<file path="src/rtl/pipe_run_monitor.sv">
// pipe_run_monitor: gates the pipelined CPU, counts executed cycles, halts on
// breakpoint / timeout / invalid PC, then streams the halt PC and the register
// file out over a valid/ready port.
module pipe_run_monitor #(
    parameter  int ADDR_W   = 32,
    parameter  int DATA_W   = 32,
    parameter  int NUM_BP   = 4,
    parameter  int CNT_W    = 16,
    parameter  int NUM_REGS = 32,
    localparam int SEL_W    = $clog2(NUM_REGS)
) (
    input  logic                     clk,
    input  logic                     rstn,
    input  logic                     start,
    input  logic [CNT_W-1:0]         timeout,
    input  logic [NUM_BP*ADDR_W-1:0] bp_addr,
    input  logic [NUM_BP-1:0]        bp_en,
    input  logic [ADDR_W-1:0]        pc,
    input  logic                     pc_valid,
    output logic                     cpu_run,
    output logic [SEL_W-1:0]         reg_sel,
    input  logic [DATA_W-1:0]        reg_data,
    output logic                     dump_valid,
    input  logic                     dump_ready,
    output logic [DATA_W-1:0]        dump_data,
    output logic [SEL_W:0]           dump_idx,
    output logic                     dump_last,
    output logic                     halted,
    output logic [1:0]               halt_cause,
    output logic [NUM_BP-1:0]        bp_hit,
    output logic [CNT_W-1:0]         cycle_count,
    output logic                     done
);

    localparam int MAX_W = (ADDR_W > DATA_W) ? ADDR_W : DATA_W;

    typedef enum logic [1:0] {IDLE, RUN, DUMP, DONE} state_t;

    state_t              state, state_nxt;
    logic [ADDR_W-1:0]   halt_pc;
    logic [NUM_BP-1:0]   bp_vec, bp_first;
    logic                inv, bp_any, to, hit;
    logic [1:0]          cause_nxt;
    logic                last_beat, xfer;

    // Zero-extend or truncate the halt PC into a data-width beat.
    function automatic logic [DATA_W-1:0] pc_to_data(input logic [ADDR_W-1:0] p);
        logic [MAX_W-1:0] w;
        w = MAX_W'(p);
        return w[DATA_W-1:0];
    endfunction

    // Halt conditions on the current PC and cycle count, with cause priority.
    always_comb begin
        bp_vec   = '0;
        bp_first = '0;
        for (int i = 0; i < NUM_BP; i++)
            bp_vec[i] = bp_en[i] & (pc == bp_addr[i*ADDR_W +: ADDR_W]);
        for (int i = NUM_BP - 1; i >= 0; i--) begin
            if (bp_vec[i]) begin
                bp_first    = '0;
                bp_first[i] = 1'b1;
            end
        end
        inv    = !pc_valid;
        bp_any = |bp_vec;
        to     = (timeout != '0) && (cycle_count == timeout);
        hit    = inv | bp_any | to;
        if (inv)         cause_nxt = 2'b11;
        else if (bp_any) cause_nxt = 2'b01;
        else if (to)     cause_nxt = 2'b10;
        else             cause_nxt = 2'b00;
    end

    assign last_beat = (dump_idx == (SEL_W+1)'(NUM_REGS));
    assign xfer      = dump_valid & dump_ready;

    // State register.
    always_ff @(posedge clk) begin
        if (!rstn) state <= IDLE;
        else       state <= state_nxt;
    end

    // Next-state logic.
    always_comb begin
        state_nxt = state;
        case (state)
            IDLE, DONE: if (start)            state_nxt = RUN;
            RUN:        if (hit)              state_nxt = DUMP;
            DUMP:       if (xfer && last_beat) state_nxt = DONE;
            default:                          state_nxt = IDLE;
        endcase
    end

    // Outputs decoded from state: run gate and the dump beat payload.
    always_comb begin
        cpu_run    = (state == RUN) && !hit;
        dump_valid = (state == DUMP);
        dump_last  = dump_valid && last_beat;
        reg_sel    = '0;
        dump_data  = '0;
        if (state == DUMP) begin
            if (dump_idx == '0) begin
                dump_data = pc_to_data(halt_pc);
            end else begin
                reg_sel   = SEL_W'(dump_idx - (SEL_W+1)'(1));
                dump_data = (dump_idx == (SEL_W+1)'(1)) ? '0 : reg_data;
            end
        end
    end

    // Cycle counter, halt capture and dump index bookkeeping.
    always_ff @(posedge clk) begin
        if (!rstn) begin
            cycle_count <= '0;
            halted      <= 1'b0;
            halt_cause  <= 2'b00;
            bp_hit      <= '0;
            done        <= 1'b0;
            halt_pc     <= '0;
            dump_idx    <= '0;
        end else begin
            case (state)
                IDLE, DONE: begin
                    if (start) begin
                        cycle_count <= '0;
                        halted      <= 1'b0;
                        halt_cause  <= 2'b00;
                        bp_hit      <= '0;
                        done        <= 1'b0;
                        dump_idx    <= '0;
                    end
                end
                RUN: begin
                    if (hit) begin
                        halt_pc    <= pc;
                        halted     <= 1'b1;
                        halt_cause <= cause_nxt;
                        bp_hit     <= (cause_nxt == 2'b01) ? bp_first : '0;
                        dump_idx   <= '0;
                    end else if (cycle_count != '1) begin
                        cycle_count <= cycle_count + CNT_W'(1);
                    end
                end
                DUMP: begin
                    if (xfer) begin
                        if (last_beat) done     <= 1'b1;
                        else           dump_idx <= dump_idx + (SEL_W+1)'(1);
                    end
                end
                default: ;
            endcase
        end
    end

endmodule

</file>
<file path="config.mk">
export PLATFORM = sky130hd
export DESIGN_NAME = pipe_run_monitor
export DESIGN_NICKNAME = d
export VERILOG_FILES = /design/src/rtl/pipe_run_monitor.sv
export SDC_FILE = /design/constraint.sdc
export NUM_CORES = 1
export LEC_CHECK = 0
export ABC_AREA = 1
export CAP_MARGIN = 15
export CORE_AREA = 2 2 122 124
export CTS_BUF_LIST = sky130_fd_sc_hd__clkbuf_2 sky130_fd_sc_hd__clkbuf_4 sky130_fd_sc_hd__clkbuf_8
export CTS_CLUSTER_DIAMETER = 150
export DETAILED_ROUTE_END_ITERATION = 10
export DIE_AREA = 0 0 124 126
export PLACE_DENSITY_LB_ADDON = 0.05
export REMOVE_ABC_BUFFERS = 1
export SKIP_CTS_REPAIR_TIMING = 1
export SYNTH_ARGS = -nofsm -noshare
export SYNTH_HDL_FRONTEND = slang
export SYNTH_SLANG_ARGS = --single-unit
</file>
<file path="constraint.sdc">
create_clock -name clk -period 2.19 [get_ports clk]
set_input_delay 0.219 -clock clk [delete_from_list [all_inputs] [get_ports clk]]
set_output_delay 0.219 -clock clk [all_outputs]
set_load 0.03 [all_outputs]
</file>
==> flow_summary.json <==
{
  "grt_max_degree": 45,
  "antenna_left": 0,
  "vias": 8617,
  "clock_path_buffers": 2,
  "cts.sinks": 64,
  "gp_congestion": 0.997,
  "rows": 44,
  "antenna_found_initial": 1,
  "critPathCaptureType": "primary output",
  "cts.clk_slew.worst_paths_ns": 0.07,
  "tightest_slew_ns": 0.360,
  "fin_area_um2": 10700,
  "r2r_end": "cycle_count[4]",
  "avgSynthCellArea_um2": 5.44,
  "clk_latency_ns": 0.37,
  "nets": 1735,
  "yosysUniqueCellTypes": 39,
  "drv_slew": 0,
  "final_util_pct": 74.6,
  "holdWs_ns": 0.194,
  "die_area_um2": 15600,
  "cts_buffers": 9,
  "finalHoldViolCount": 0,
  "drc_errors": 0,
  "core_um2": 14300,
  "worst_slack_ns": -0.0228,
  "layout-drive-gt1-share_pct": 20.2,
  "leakage_nw": 5.63,
  "tritoncts": "done",
  "area_delta_synth_final_pct": 76.9,
  "yosys_register_bits": 64,
  "placed_area_um2": 9910,
  "cp-start-kind": "register",
  "drt_first_pass_iters": 5,
  "routed_wl_um": 27800,
  "grt_pass1_vias": 7898,
  "track_usage_pct": 33.3,
  "finalSetupViolations": 1,
  "routed_via_density": 5.07,
  "violations": "setup timing",
  "io_pins": 287,
  "ys_warn_count": 0,
  "rsz0062_at_grt": "true",
  "min_period_ns": 2.21,
  "drtIter0Drc": 758,
  "die_w_um": 124,
  "cp_max_fo": 7,
  "r2r_cells": 16,
  "fillCellCount": 1242,
  "slew_headroom_pct": 75.8,
  "finalPower_mw": 8.62,
  "fmax_ghz": 0.452,
  "timing.rr.start": "cycle_count[1]",
  "h-tree-depth": 3,
  "critPathArrivalTime_ns": 1.99,
  "grt_overflow_total": 0,
  "start_util_pct": 42.2,
  "grt_first_pass_wirelength_um": 39900,
  "skew_ns": 0.0115,
  "cts_root_buffer": "clkbuf_8",
  "die_h_um": 126,
  "r2r_slack_ns": 0.04,
  "power_density_nw_per_um2": 807,
  "drv_cap": 0,
  "hp-class": "in -> reg",
  "peakVddDrop_mv": 0.462,
  "period_share_pct": 101,
  "port_buffers": 286,
  "detailed_place_hpwl_um": 21500,
  "synth.yosys.seq_area_share_pct": 21.2,
  "synth_area_um2": 6040,
  "cp.required_ns": 1.97,
  "hold_start": "rstn",
  "synth_cells": 1110,
  "detail_route.wl_per_cell_um": 16.4,
  "outcome": "complete, but fails checks",
  "holdPathStages": 3,
  "crit_type": "reg -> out",
  "holdPathEnd": "cycle_count[2]"
}
[cells in the final DEF (no fill, tap or decap), types with 3 or more instances in the layout]
master,Yosys,routed
inv_2,4,26
clkbuf_16,0,4
inv_1,154,129
nor3_1,6,5
dlymetal6s2s_1,0,62
nor2_4,0,5
or2_0,5,5
nand3_2,3,6
nand3_1,27,22
o21ai_1,21,34
o21ai_0,76,62
xnor2_1,38,36
o22ai_1,4,4
dfxtp_1,64,59
nand2_1,363,348
buf_4,5,136
clkbuf_2,1,21
clkbuf_8,0,10
dfxtp_2,0,5
clkdlybuf4s50_1,0,184
buf_12,0,12
nor2_2,4,27
nand2_2,1,15
clkinvlp_4,0,3
inv_4,0,3
a21oi_1,84,81
xor2_1,7,7
buf_6,3,6
ha_1,8,5
nand4_1,34,34
nor2_1,150,122
a21oi_2,0,3
[registers in the layout, summed over array words and instances, names as in the netlist]
register	flops
bp_hit	4
cycle_count	16
done	1
dump_idx	6
halt_cause	2
halt_pc	32
halted	1
state	2
[where the power goes]
group	switching (mW)	total [mW]	leakage, nW	internal (mW)
Sequential	0.185	1.62	0.525	1.44
Combinational	3.50	6.04	5.02	2.54
Clock	0.530	0.964	0.0841	0.433
[logic make-up after synthesis]
logic type / share of synthesized area (%)
AND/OR/NAND/NOR: 40.8
XOR/XNOR: 6.53
AO/OA/AOI/OAI: 16.5
adder cells (fa/ha/maj): 1.66
buffers and inverters: 13.4
flip-flops: 21.2
[synthesized netlist by cell type]
master	instances	share of area [%]
inv_2	4	0.25
buf_4	5	0.62
xor2_1	7	1.0
buf_1	2	0.12
clkinv_4	1	0.15
nand3_2	3	0.50
a21boi_0	1	0.12
clkbuf_1	21	1.3
nor2_2	4	0.41
dfxtp_1	64	21
a21boi_1	1	0.12
nand4_2	1	0.21
o221ai_1	1	0.15
nor3_2	1	0.17
xnor2_1	38	5.5
a21oi_1	84	7.0
o21ai_0	76	6.3
nor4_2	1	0.21
clkinv_1	2	0.12
nand3_1	27	2.2
ha_1	8	1.7
buf_2	7	0.58
nor2_1	150	9.3
or2_1	1	0.10
o22ai_1	4	0.41
or2_0	5	0.52
nand2_2	1	0.10
o21ai_1	21	1.7
o21a_1	2	0.25
nand2_4	1	0.19
nor3_1	6	0.50
or2_2	2	0.21
buf_6	3	0.56
nand2_1	363	23
nand4_1	34	3.5
clkbuf_2	1	0.083
o211ai_1	2	0.25
inv_1	154	9.6
a311oi_1	1	0.15
[routing by layer]
layer / GRT usage, % / vias to the layer above / share of wire, %
met4: 11.3 / 0 / 3.2
met2: 54.1 / 422 / 46
met3: 6.79 / 62 / 9.0
met1: 43.7 / 3857 / 42
li1: - / 4276 / -
met5: 0 / - / 0
[through the flow]
step	TNS (ns)	cells	worst slack (ns)
after floorplan	-33.03	1071	-0.695
after global placement	-21.26	1658	-0.400
after detailed placement	-24.06	1658	-0.448
after CTS	-10.32	1673	-0.390
after global routing	-1.48	1699	-0.132
final	-0.0228	1699	-0.0228
[critical path, cell delays in order (launching register included)]
cell and delay, ns:
dfxtp_1 0.44, inv_1 0.11, nand2_1 0.08, nand4_1 0.09, nor2_1 0.15, nand2_1 0.08
o21a_1 0.21, nand4_1 0.15, buf_12 0.13, inv_1 0.05, buf_6 0.13
[area by class of cell]
type / instances / area (um2) / share of cell area, %
Tap cell: 184 / 230 / 2.16
Multi-Input combinational cell: 846 / 4200 / 39.3
Clock buffer: 10 / 138 / 1.29
Clock inverter: 5 / 33.8 / 0.316
Timing Repair Buffer: 428 / 4170 / 39.0
Inverter: 161 / 621 / 5.81
Sequential cell: 64 / 1290 / 12.1
Antenna cell: 1 / 2.50 / 0.0234
[how the worst max path moves through the flow]
stage,cells after the start,to,start,slack (ns)
after CTS,12,cpu_run,pc[12],-0.39
after floorplan,5,reg_sel[3],dump_idx[0],-0.69
final,10,cpu_run,cycle_count[7],-0.02
after detailed placement,14,halt_pc[15],pc[12],-0.45
after global routing,11,cpu_run,cycle_count[1],-0.13
after global placement,13,dump_idx[3],pc[12],-0.40
No activity file was read; power rests on OpenSTA's default activity.
